## config.mk

```make
export PLATFORM = sky130hd
export DESIGN_NAME = dkong3_vram_arb
export DESIGN_NICKNAME = d
export VERILOG_FILES = /design/src/rtl/dkong3_vram_arb.sv
export SDC_FILE = /design/constraint.sdc
export NUM_CORES = 1
export LEC_CHECK = 0
export ABC_CLOCK_PERIOD_IN_PS = 2200
export CAP_MARGIN = 0
export CORE_MARGIN = 5
export CORE_UTILIZATION = 41
export DETAILED_ROUTE_END_ITERATION = 16
export PLACE_DENSITY_LB_ADDON = 0.05
export SYNTH_ARGS = -nofsm -noshare
export SYNTH_HDL_FRONTEND = slang
export SYNTH_SLANG_ARGS = --single-unit
```

## constraint.sdc

```tcl
create_clock -name I_CLK -period 2.2 [get_ports I_CLK]
set_input_delay 0.66 -clock I_CLK [delete_from_list [all_inputs] [get_ports I_CLK]]
set_output_delay 0.66 -clock I_CLK [all_outputs]
set_load 0.02 [all_outputs]
```

## src/rtl/dkong3_vram_arb.sv

```systemverilog
// dkong3_vram_arb: time-slot arbiter for the single-port tile VRAM.
// Video tile fetch owns VID_LEN slots per 8-pixel group during active
// display; the CPU is granted free slots and held off through O_CPU_WAITn.
// Optional build macro DKONG3_VRAM_ARB_STATS_EN adds O_WAIT_MAX, the worst
// CPU wait (in strobes) seen since reset, saturating at 255.
module dkong3_vram_arb #(
   parameter int AW        = 10,
   parameter int DW        = 8,
   parameter int VID_PHASE = 0,
   parameter int VID_LEN   = 2
) (
   input  logic          I_CLK,
   input  logic          I_RST_n,
   input  logic          I_PIX_CE,
   input  logic [9:0]    I_H_CNT,
   input  logic          I_C_BLANKn,
   input  logic [AW-1:0] I_VID_ADDR,
   output logic [DW-1:0] O_VID_DATA,
   output logic          O_VID_VALID,
   input  logic          I_CPU_CS,
   input  logic          I_CPU_WR,
   input  logic [AW-1:0] I_CPU_ADDR,
   input  logic [DW-1:0] I_CPU_DO,
   output logic [DW-1:0] O_CPU_DI,
   output logic          O_CPU_WAITn,
   output logic [AW-1:0] O_RAM_A,
   output logic [DW-1:0] O_RAM_DI,
   output logic          O_RAM_WE,
   input  logic [DW-1:0] I_RAM_DO
`ifdef DKONG3_VRAM_ARB_STATS_EN
   ,
   output logic [7:0]    O_WAIT_MAX
`endif
);

   localparam logic [2:0] PHASE = 3'(VID_PHASE);
   localparam logic [2:0] LEN   = 3'(VID_LEN);

   typedef enum logic [1:0] {OWN_NONE, OWN_VID, OWN_CPU} owner_t;
   typedef enum logic [1:0] {CPU_IDLE, CPU_ACC, CPU_DONE} cpu_state_t;

   owner_t     owner;
   cpu_state_t cpu_state;

   logic [2:0] slot_ofs;
   logic       vslot;
   logic       grant;

   // Only the low three bits of the horizontal count select the slot.
   logic       unused_hcnt;
   assign unused_hcnt = ^I_H_CNT[9:3];

   // Slot classification and CPU grant for the slot starting at this strobe.
   always_comb begin
      slot_ofs = I_H_CNT[2:0] - PHASE;
      vslot    = I_C_BLANKn & (slot_ofs < LEN);
      grant    = I_PIX_CE & I_CPU_CS & (cpu_state == CPU_IDLE) & ~vslot;
   end

   // Stall whenever the CPU selects VRAM and its access has not finished.
   assign O_CPU_WAITn = ~(I_CPU_CS & (cpu_state != CPU_DONE));

   // Slot owner and VRAM port drive; video capture at the end of a video slot.
   always_ff @(posedge I_CLK or negedge I_RST_n) begin
      if (!I_RST_n) begin
         owner       <= OWN_NONE;
         O_RAM_A     <= '0;
         O_RAM_DI    <= '0;
         O_RAM_WE    <= 1'b0;
         O_VID_DATA  <= '0;
         O_VID_VALID <= 1'b0;
      end else begin
         O_VID_VALID <= 1'b0;
         if (I_PIX_CE) begin
            if (owner == OWN_VID) begin
               O_VID_DATA  <= I_RAM_DO;
               O_VID_VALID <= 1'b1;
            end
            O_RAM_WE <= 1'b0;
            if (vslot) begin
               owner   <= OWN_VID;
               O_RAM_A <= I_VID_ADDR;
            end else if (grant) begin
               owner    <= OWN_CPU;
               O_RAM_A  <= I_CPU_ADDR;
               O_RAM_DI <= I_CPU_DO;
               O_RAM_WE <= I_CPU_WR;
            end else begin
               owner <= OWN_NONE;
            end
         end
      end
   end

   // CPU access sequencer; read data is captured when the access slot ends.
   // O_RAM_WE still holds the access direction during ACC, so it doubles as
   // the read/write flag at the closing strobe.
   always_ff @(posedge I_CLK or negedge I_RST_n) begin
      if (!I_RST_n) begin
         cpu_state <= CPU_IDLE;
         O_CPU_DI  <= '0;
      end else begin
         case (cpu_state)
            CPU_IDLE: begin
               if (grant)
                  cpu_state <= CPU_ACC;
            end
            CPU_ACC: begin
               if (I_PIX_CE) begin
                  if (!O_RAM_WE)
                     O_CPU_DI <= I_RAM_DO;
                  cpu_state <= I_CPU_CS ? CPU_DONE : CPU_IDLE;
               end
            end
            CPU_DONE: begin
               if (!I_CPU_CS)
                  cpu_state <= CPU_IDLE;
            end
            default: cpu_state <= CPU_IDLE;
         endcase
      end
   end

`ifdef DKONG3_VRAM_ARB_STATS_EN
   logic [7:0] wait_cnt;
   logic [7:0] wait_inc;

   // Saturating increment of the current request's wait count.
   always_comb begin
      wait_inc = (wait_cnt == 8'hFF) ? 8'hFF : wait_cnt + 8'd1;
   end

   // Count strobes a request spends in IDLE and track the worst case.
   always_ff @(posedge I_CLK or negedge I_RST_n) begin
      if (!I_RST_n) begin
         wait_cnt   <= '0;
         O_WAIT_MAX <= '0;
      end else if (I_PIX_CE) begin
         if (cpu_state == CPU_IDLE && I_CPU_CS) begin
            wait_cnt <= grant ? 8'h00 : wait_inc;
            if (wait_inc > O_WAIT_MAX)
               O_WAIT_MAX <= wait_inc;
         end else begin
            wait_cnt <= '0;
         end
      end
   end
`endif

endmodule
```

==> impl_metrics.prom, run 1 <==
# TYPE chip_impl_metric gauge
chip_impl_metric{name="maxClockFrequency",unit="GHz"} 0.467
chip_impl_metric{name="num_vias",unit=""} 1197
chip_impl_metric{name="mappedNetlistNets",unit=""} 160
chip_impl_metric{name="setup-violations-final",unit=""} 0
chip_impl_info{name="synth_most_common_cell",value="sky130_fd_sc_hd__dfrtp_1"} 1
chip_impl_metric{name="std_cell_rows",unit=""} 22
chip_impl_info{name="cts_tree",value="done"} 1
chip_impl_metric{name="totalWireLength",unit="mm"} 3.91
chip_impl_metric{name="grt_first_pass_wirelength",unit="mm"} 6.40
chip_impl_info{name="synth_area_leader_cell",value="sky130_fd_sc_hd__dfrtp_1"} 1
chip_impl_metric{name="slew_headroom",unit="%"} 69.0
chip_impl_metric{name="drv_cap",unit=""} 0
chip_impl_metric{name="antenna_found_initial",unit=""} 0
chip_impl_metric{name="global_route.overflow_total",unit=""} 0
chip_impl_metric{name="clk_transition_reported_paths",unit="ns"} 0.08
chip_impl_metric{name="post_cts_buffers",unit=""} 0
chip_impl_metric{name="power.leakage",unit="nW"} 1.14
chip_impl_metric{name="fp.coreArea",unit="mm2"} 0.00374
chip_impl_metric{name="power-per-cell-area",unit="mW/mm2"} 1030
chip_impl_metric{name="port_buffers",unit=""} 80
chip_impl_metric{name="final_non_filler_cell_area",unit="mm2"} 0.00266
chip_impl_metric{name="worst_hold_slack",unit="ns"} 0.312
chip_impl_info{name="setup.worst_path.end_class",value="output pin"} 1
chip_impl_metric{name="power_switching_share",unit="%"} 30.2
chip_impl_metric{name="clkPwrFrac",unit="%"} 21.3
chip_impl_metric{name="grt_pass1_vias",unit=""} 1379
chip_impl_metric{name="critPathArrivalTime",unit="ns"} 1.48
chip_impl_metric{name="nNetsFinal",unit=""} 251
chip_impl_metric{name="period_share",unit="%"} 97.4
chip_impl_metric{name="detailed_place_hpwl",unit="mm"} 3.11
chip_impl_metric{name="cts-buffers-inserted",unit=""} 5
chip_impl_metric{name="placed_cell_area",unit="mm2"} 0.00255
chip_impl_metric{name="cp_slowest_stage_delay",unit="ns"} 0.48
chip_impl_metric{name="global_route.usage.total",unit="%"} 16.0
chip_impl_metric{name="initial_utilization",unit="%"} 43.3
chip_impl_info{name="ctsRootBufferMaster",value="sky130_fd_sc_hd__clkbuf_8"} 1
chip_impl_info{name="cp_cell_sequence",value="clkdlybuf4s50_1 > nand2_1 > clkdlybuf4s15_1"} 1
chip_impl_metric{name="dieArea",unit="mm2"} 0.00532
chip_impl_metric{name="critical_path.max_fanout",unit=""} 2
chip_impl_metric{name="cts_num_sinks",unit=""} 40
chip_impl_metric{name="area_growth_syn_to_layout",unit="%"} 64.1
chip_impl_metric{name="synth.avg_cell_area",unit="um2"} 15.0
chip_impl_metric{name="power.combinational.fraction",unit="%"} 39.9
chip_impl_metric{name="ctsLongestPathBuffers",unit=""} 2
chip_impl_metric{name="netSwitchingPower",unit="uW"} 827
chip_impl_metric{name="synthesized_area",unit="mm2"} 0.00162
chip_impl_metric{name="postLayoutCoreUtil",unit="%"} 71.1
chip_impl_metric{name="ant_nets",unit=""} 0
chip_impl_metric{name="viasPerCell",unit=""} 4.83
chip_impl_info{name="netlist_top_cells_area",value="sky130_fd_sc_hd__dfrtp_1 (62%), sky130_fd_sc_hd__mux2_2 (12%), sky130_fd_sc_hd__o221a_2 (6.9%), sky130_fd_sc_hd__mux2_4 (6.5%), sky130_fd_sc_hd__nand2b_1 (5.0%)"} 1
chip_impl_metric{name="report.final.slew_viol_count",unit=""} 0
chip_impl_info{name="run_status",value="complete, no violations"} 1
chip_impl_metric{name="share_of_post_route_cells_with_drive_strength_above_1",unit="%"} 26.0
chip_impl_metric{name="dpl.cell_count",unit=""} 240
chip_impl_metric{name="drt_first_iter_violations",unit=""} 53
chip_impl_metric{name="pre_antenna_drt_iters",unit=""} 2
chip_impl_metric{name="critPathRequiredTime",unit="ns"} 1.54
chip_impl_metric{name="peakVddDrop",unit="mV"} 0.667
chip_impl_metric{name="critPathBufInv",unit=""} 2
chip_impl_info{name="critical_path.slowest_cell",value="sky130_fd_sc_hd__clkdlybuf4s50_1"} 1
chip_impl_metric{name="netlist-cell-type-count",unit=""} 20
chip_impl_metric{name="ys_async_sr_fraction",unit="%"} 100
chip_impl_info{name="holdCritPathClass",value="in -> async"} 1
chip_impl_metric{name="synthCells",unit=""} 108
chip_impl_metric{name="remaining_drc_errors",unit=""} 0
chip_impl_metric{name="hold_viol",unit=""} 0
chip_impl_metric{name="number_of_flops_mapped_to_enable_cells_by_yosys",unit=""} 0
chip_impl_metric{name="num_io_pins",unit=""} 89
chip_impl_metric{name="flip_flop_and_latch_count_after_synthesis",unit=""} 40
chip_impl_metric{name="worst_clock_skew_on_the_final_layout",unit="ns"} 0.00683
chip_impl_metric{name="cts-htree-levels",unit=""} 2
chip_impl_metric{name="transition_time_of_the_tightest_slew_check_pin",unit="ns"} 0.464
chip_impl_metric{name="die_height",unit="um"} 72.9
chip_impl_metric{name="synth_seq_area_share",unit="%"} 61.7
chip_impl_info{name="yosys-top-cells-count",value="sky130_fd_sc_hd__dfrtp_1 (40), sky130_fd_sc_hd__mux2_2 (17), sky130_fd_sc_hd__nand2b_1 (13), sky130_fd_sc_hd__o221a_2 (10), sky130_fd_sc_hd__mux2_4 (7)"} 1
chip_impl_metric{name="grt_start_max_net_pins",unit=""} 22
chip_impl_info{name="critical_path_class",value="in -> out"} 1
chip_impl_metric{name="route.detailed.wl_per_inst",unit="um"} 15.8
chip_impl_info{name="synth_top_flop_cell",value="sky130_fd_sc_hd__dfrtp_1"} 1
chip_impl_metric{name="die_width",unit="um"} 72.9
chip_impl_metric{name="antenna_cells",unit=""} 0
chip_impl_metric{name="period_needed",unit="ns"} 2.14
chip_impl_info{name="critPathTopFamily",value="buffers and inverters"} 1
chip_impl_metric{name="place.gp.congestion",unit=""} 0.712
chip_impl_metric{name="internal_power",unit="mW"} 1.91
chip_impl_metric{name="final_cell_count_no_fill",unit=""} 248
chip_impl_info{name="crit_path_start_kind",value="primary input"} 1
chip_impl_info{name="grt_setup_unrepaired",value="no"} 1
chip_impl_metric{name="yosys_warnings",unit=""} 0
chip_impl_metric{name="synth_top_area_share",unit="%"} 61.7
chip_impl_metric{name="worstSkewPairLatency",unit="ns"} 0.29
chip_impl_metric{name="sequentialPowerShare",unit="%"} 38.8
-- sequential cells by signal (all words and copies together) (netlist names) --
register     flops
O_CPU_DI         8
O_RAM_A         10
O_RAM_DI         8
O_RAM_WE         1
O_VID_DATA       8
O_VID_VALID      1
cpu_state        2
owner            2
-- logic make-up (layout without fill, tap and decap cells) --
kind of cell | Yosys count | in the layout | synth area share [%]
DFF | 40 | 40 | 61.7
buffers and inverters | 8 | 100 | 2.47
and+or+nand+nor | 20 | 20 | 8.10
AOI/OAI and AO/OA | 16 | 16 | 9.48
muxes | 24 | 24 | 18.3
-- power groups by stage --
stage                     Sequential [mW]  Clock (mW)  Combinational (mW)
final                                1.06       0.584                1.09
after global routing                 1.09       0.641                1.15
after CTS                            1.07       0.603                1.11
after detailed placement             1.08           0                1.11
after global placement               1.06           0                1.09
after floorplan                      1.32           0               0.265
-- cells in the final DEF (no fill, tap or decap) --
cell	instances
sky130_fd_sc_hd__mux2_2	17
sky130_fd_sc_hd__o2bb2ai_1	1
sky130_fd_sc_hd__bufinv_16	1
sky130_fd_sc_hd__clkinvlp_4	1
sky130_fd_sc_hd__nand3_1	1
sky130_fd_sc_hd__clkdlybuf4s15_1	1
sky130_fd_sc_hd__buf_2	1
sky130_fd_sc_hd__dfrtp_1	40
sky130_fd_sc_hd__clkbuf_8	5
sky130_fd_sc_hd__clkdlybuf4s50_1	78
sky130_fd_sc_hd__and4bb_1	1
sky130_fd_sc_hd__mux2_4	7
sky130_fd_sc_hd__clkinv_2	1
sky130_fd_sc_hd__nand2b_1	13
sky130_fd_sc_hd__a21boi_0	1
sky130_fd_sc_hd__o221a_2	10
sky130_fd_sc_hd__buf_4	5
sky130_fd_sc_hd__nand3b_1	1
sky130_fd_sc_hd__o21ai_0	2
sky130_fd_sc_hd__inv_1	4
sky130_fd_sc_hd__nor2_1	1
sky130_fd_sc_hd__buf_12	3
sky130_fd_sc_hd__nor2_2	1
sky130_fd_sc_hd__nand2_1	1
sky130_fd_sc_hd__nand4bb_1	1
sky130_fd_sc_hd__a21o_1	2
-- metal layers --
layer | GRT usage (%) | wire (um)
met3 | 5.79 | 315
met5 | 0 | 0
met2 | 27.1 | 2010
met4 | 6.35 | 50
met1 | 18.3 | 1540
-- through the flow --
stage | setup TNS (ns) | setup WS (ns) | power (mW)
2_1_floorplan | 0 | 0.671 | 1.59
3_3_place_gp | -0.198 | -0.198 | 2.15
3_5_place_dp | -0.223 | -0.223 | 2.19
4_1_cts | 0 | 0.0135 | 2.78
5_1_grt | 0 | 0.00814 | 2.88
6_report | 0 | 0.0575 | 2.74
-- worst paths after layout --
kind / from / end / slack (ns) / depth (start not counted)
min reg2reg: owner[0]$_DFFE_PN0P_ / owner[0]$_DFFE_PN0P_ / 0.49 / 1
min: I_RST_n / O_CPU_DI[6]$_DFFE_PN0P_ / 0.31 / 1
max reg2reg: cpu_state[0]$_DFFE_PN0P_ / O_RAM_DI[6]$_DFFE_PN0P_ / 0.76 / 4
max in group asynchronous: I_RST_n / O_RAM_DI[7]$_DFFE_PN0P_ / 1.26 / 2
max: I_CPU_CS / O_CPU_WAITn / 0.06 / 3
min in group I_CLK: owner[0]$_DFFE_PN0P_ / owner[0]$_DFFE_PN0P_ / 0.49 / 1
-- timing repair --
| action | CTS | global route |
|---|---|---|
| gates resized for setup | 1 | 1 |
| pin swaps | 0 | 0 |
| hold buffers | 0 | 0 |
| endpoints found under the setup margin | 1 | 1 |
| cloned | 0 | 0 |
-- area by class of cell --
cell class                      count  area, um2
Sequential cell                    40       1000
Clock inverter                      3       42.5
Inverter                            4       15.0
Clock buffer                        5       68.8
Multi-Input combinational cell     60        582
Tap cell                           48       60.1
Timing Repair Buffer               88        893
Fill cell                         289       1080
(Power assumes the default switching activity.)
==> run 2, diff against run 1 <==
--- a/config.mk
+++ b/config.mk
@@ -10,7 +10,7 @@
 export CORE_MARGIN = 5
 export CORE_UTILIZATION = 41
 export DETAILED_ROUTE_END_ITERATION = 16
-export PLACE_DENSITY_LB_ADDON = 0.05
+export PLACE_DENSITY = 0.84
 export SYNTH_ARGS = -nofsm -noshare
 export SYNTH_HDL_FRONTEND = slang
 export SYNTH_SLANG_ARGS = --single-unit
==> impl_metrics.prom, run 2 (synthesis results as in run 1) <==
# TYPE chip_impl_metric gauge
chip_impl_metric{name="post_cts_buffers",unit=""} 0
chip_impl_metric{name="port_buffers",unit=""} 80
chip_impl_metric{name="global_route.overflow_total",unit=""} 0
chip_impl_info{name="crit_start",value="I_CPU_CS"} 1
chip_impl_info{name="run_status",value="complete, no violations"} 1
chip_impl_metric{name="ant_nets",unit=""} 0
chip_impl_metric{name="std_cell_rows",unit=""} 22
chip_impl_info{name="mostFrequentLayoutCell",value="sky130_fd_sc_hd__clkdlybuf4s50_1"} 1
chip_impl_metric{name="worstSkewPairLatency",unit="ns"} 0.29
chip_impl_metric{name="grt_pass1_vias",unit=""} 1392
chip_impl_info{name="cts_tree",value="done"} 1
chip_impl_info{name="ctsRootBufferMaster",value="sky130_fd_sc_hd__clkbuf_8"} 1
chip_impl_metric{name="route.detailed.wl_per_inst",unit="um"} 16.1
chip_impl_info{name="crit_path_start_kind",value="primary input"} 1
chip_impl_metric{name="dieArea",unit="mm2"} 0.00532
chip_impl_metric{name="cts-htree-levels",unit=""} 2
chip_impl_metric{name="ctsLongestPathBuffers",unit=""} 2
chip_impl_metric{name="preCtsSetupSlack",unit="ns"} -0.215
chip_impl_metric{name="dpl.cell_count",unit=""} 239
chip_impl_metric{name="period_share",unit="%"} 98.5
chip_impl_info{name="setup.worst_path.end_class",value="output pin"} 1
chip_impl_metric{name="peakVddDrop",unit="mV"} 0.512
chip_impl_metric{name="pre_antenna_drt_iters",unit=""} 4
chip_impl_metric{name="regToRegSetupSlack",unit="ns"} 0.73
chip_impl_metric{name="viasPerCell",unit=""} 4.99
chip_impl_metric{name="critPathBufInv",unit=""} 2
chip_impl_metric{name="antenna_found_initial",unit=""} 0
chip_impl_info{name="holdCritPathClass",value="in -> async"} 1
chip_impl_metric{name="critical_path.max_fanout",unit=""} 2
chip_impl_metric{name="postLayoutCoreUtil",unit="%"} 69.6
chip_impl_metric{name="critPathArrivalTime",unit="ns"} 1.51
chip_impl_metric{name="worst_clock_skew_on_the_final_layout",unit="ns"} 0.00784
chip_impl_info{name="critPathTopFamily",value="buffers and inverters"} 1
chip_impl_metric{name="critPathRequiredTime",unit="ns"} 1.54
chip_impl_metric{name="global_route.usage.total",unit="%"} 16.0
chip_impl_metric{name="drv_cap",unit=""} 0
chip_impl_metric{name="totalWireLength",unit="mm"} 3.97
chip_impl_metric{name="antenna_cells",unit=""} 0
chip_impl_metric{name="nNetsFinal",unit=""} 250
chip_impl_info{name="critical_path_class",value="in -> out"} 1
chip_impl_info{name="crit_path_end",value="O_CPU_WAITn"} 1
chip_impl_metric{name="power.leakage",unit="nW"} 1.13
chip_impl_metric{name="final_cell_count_no_fill",unit=""} 247
chip_impl_metric{name="worst_hold_slack",unit="ns"} 0.465
chip_impl_metric{name="num_vias",unit=""} 1233
chip_impl_metric{name="grt_first_pass_wirelength",unit="mm"} 6.54
chip_impl_metric{name="remaining_drc_errors",unit=""} 0
chip_impl_metric{name="report.final.slew_viol_count",unit=""} 0
chip_impl_metric{name="die_height",unit="um"} 72.9
chip_impl_metric{name="share_of_post_route_cells_with_drive_strength_above_1",unit="%"} 25.6
chip_impl_metric{name="setup-violations-final",unit=""} 0
chip_impl_info{name="final_cell_mix",value="sky130_fd_sc_hd__clkdlybuf4s50_1 (78), sky130_fd_sc_hd__dfrtp_1 (40), sky130_fd_sc_hd__mux2_2 (17), sky130_fd_sc_hd__nand2b_1 (13), sky130_fd_sc_hd__o221a_2 (10)"} 1
chip_impl_metric{name="largest_reg_flops",unit=""} 10
chip_impl_metric{name="fp.coreArea",unit="mm2"} 0.00374
chip_impl_metric{name="drt_first_iter_violations",unit=""} 25
chip_impl_info{name="grt_setup_unrepaired",value="no"} 1
chip_impl_metric{name="cp_slowest_stage_delay",unit="ns"} 0.48
chip_impl_metric{name="maxClockFrequency",unit="GHz"} 0.461
chip_impl_metric{name="place.gp.congestion",unit=""} 0.741
chip_impl_metric{name="hold_viol",unit=""} 0
chip_impl_info{name="critical_path.slowest_cell",value="sky130_fd_sc_hd__clkdlybuf4s50_1"} 1
chip_impl_metric{name="fillCellCount",unit=""} 276
chip_impl_metric{name="die_width",unit="um"} 72.9
chip_impl_metric{name="area_growth_syn_to_layout",unit="%"} 60.5
chip_impl_metric{name="reg2reg_path_depth",unit=""} 4
chip_impl_metric{name="setup_slack",unit="ns"} 0.0331
chip_impl_metric{name="initial_utilization",unit="%"} 43.3
chip_impl_metric{name="path_depth",unit=""} 3
chip_impl_metric{name="cts-buffers-inserted",unit=""} 5
chip_impl_metric{name="num_io_pins",unit=""} 89
chip_impl_metric{name="power-per-cell-area",unit="mW/mm2"} 1010
chip_impl_metric{name="transition_time_of_the_tightest_slew_check_pin",unit="ns"} 0.854
chip_impl_metric{name="period_needed",unit="ns"} 2.17
chip_impl_metric{name="cts_num_sinks",unit=""} 40
chip_impl_info{name="cp_cell_sequence",value="clkdlybuf4s50_1 > nand2_1 > dlygate4sd2_1"} 1
chip_impl_info{name="top_register",value="O_RAM_A"} 1
chip_impl_metric{name="detailed_place_hpwl",unit="mm"} 3.06
chip_impl_info{name="timing.rr.start",value="cpu_state[0]$_DFFE_PN0P_"} 1
chip_impl_info{name="worstReg2RegEnd",value="O_RAM_DI[7]$_DFFE_PN0P_"} 1
chip_impl_metric{name="slew_headroom",unit="%"} 43.1
chip_impl_metric{name="clk_transition_reported_paths",unit="ns"} 0.08
chip_impl_metric{name="grt_start_max_net_pins",unit=""} 41
-- run 2: changes by cell type in the layout (fill, tap and decap cells not counted), sizes merged --
| cell | before | now |
|---|---|---|
| bufinv | 1 | 0 |
| clkinvlp | 1 | 0 |
| clkinv | 1 | 3 |
| clkdlybuf4s15 | 1 | 0 |
| dlygate4sd2 | 0 | 1 |
| buf | 9 | 8 |
-- run 2: cell type report --
class / instances / area, um2 / area share, %
flip-flops and latches: 40 / 1000 / 38.4
multi-input cells: 60 / 582 / 22.3
clock buffers: 5 / 68.8 / 2.64
repair buffers: 87 / 860 / 33.0
inverters: 4 / 15.0 / 0.576
well taps: 48 / 60.1 / 2.31
clock inverters: 3 / 18.8 / 0.720
-- run 2: worst min-delay path by stage --
stage,startpoint,to,slack (ns)
floorplan,I_RST_n,O_CPU_DI[0]$_DFFE_PN0P_,0.36
global placement,owner[0]$_DFFE_PN0P_,owner[0]$_DFFE_PN0P_,0.46
detailed placement,owner[0]$_DFFE_PN0P_,owner[0]$_DFFE_PN0P_,0.48
CTS,I_RST_n,O_CPU_DI[3]$_DFFE_PN0P_,0.50
global route,owner[0]$_DFFE_PN0P_,owner[0]$_DFFE_PN0P_,0.50
finish,I_RST_n,O_CPU_DI[3]$_DFFE_PN0P_,0.47
-- run 2: repair_timing --
action | 4_1_cts | 5_1_grt
endpoints found under the setup margin | 1 | 0
resized for setup | 1 | 0
hold buffers | 0 | 0
-- run 2: where the power goes --
part           internal, mW  switching, mW
clock                 0.221          0.259
combinational         0.623          0.466
sequential            0.947          0.118
-- run 2: per-stage QoR --
stage | cell area [um2] | power [mW] | setup TNS, ns
2_1_floorplan | 1620 | 1.59 | 0
3_3_place_gp | 2520 | 2.15 | -0.199
3_5_place_dp | 2520 | 2.18 | -0.402
4_1_cts | 2610 | 2.67 | 0
5_1_grt | 2610 | 2.75 | 0
6_report | 2610 | 2.63 | 0
-- run 2: routing by layer --
| metal | global-route usage [%] | part of all wire (%) | vias to the layer above |
|---|---|---|---|
| met5 | 0 | 0 | - |
| met3 | 5.37 | 8.8 | 11 |
| met4 | 7.17 | 1.9 | 0 |
| li1 | - | - | 569 |
| met2 | 26.4 | 49 | 53 |
| met1 | 18.9 | 41 | 600 |
-- run 2: worst reg2reg max path: stages, from the launching register on --
cell and delay, ns:
sky130_fd_sc_hd__dfrtp_1 0.42, sky130_fd_sc_hd__nand4bb_1 0.25, sky130_fd_sc_hd__a21o_1 0.23, sky130_fd_sc_hd__buf_12 0.16, sky130_fd_sc_hd__mux2_4 0.30
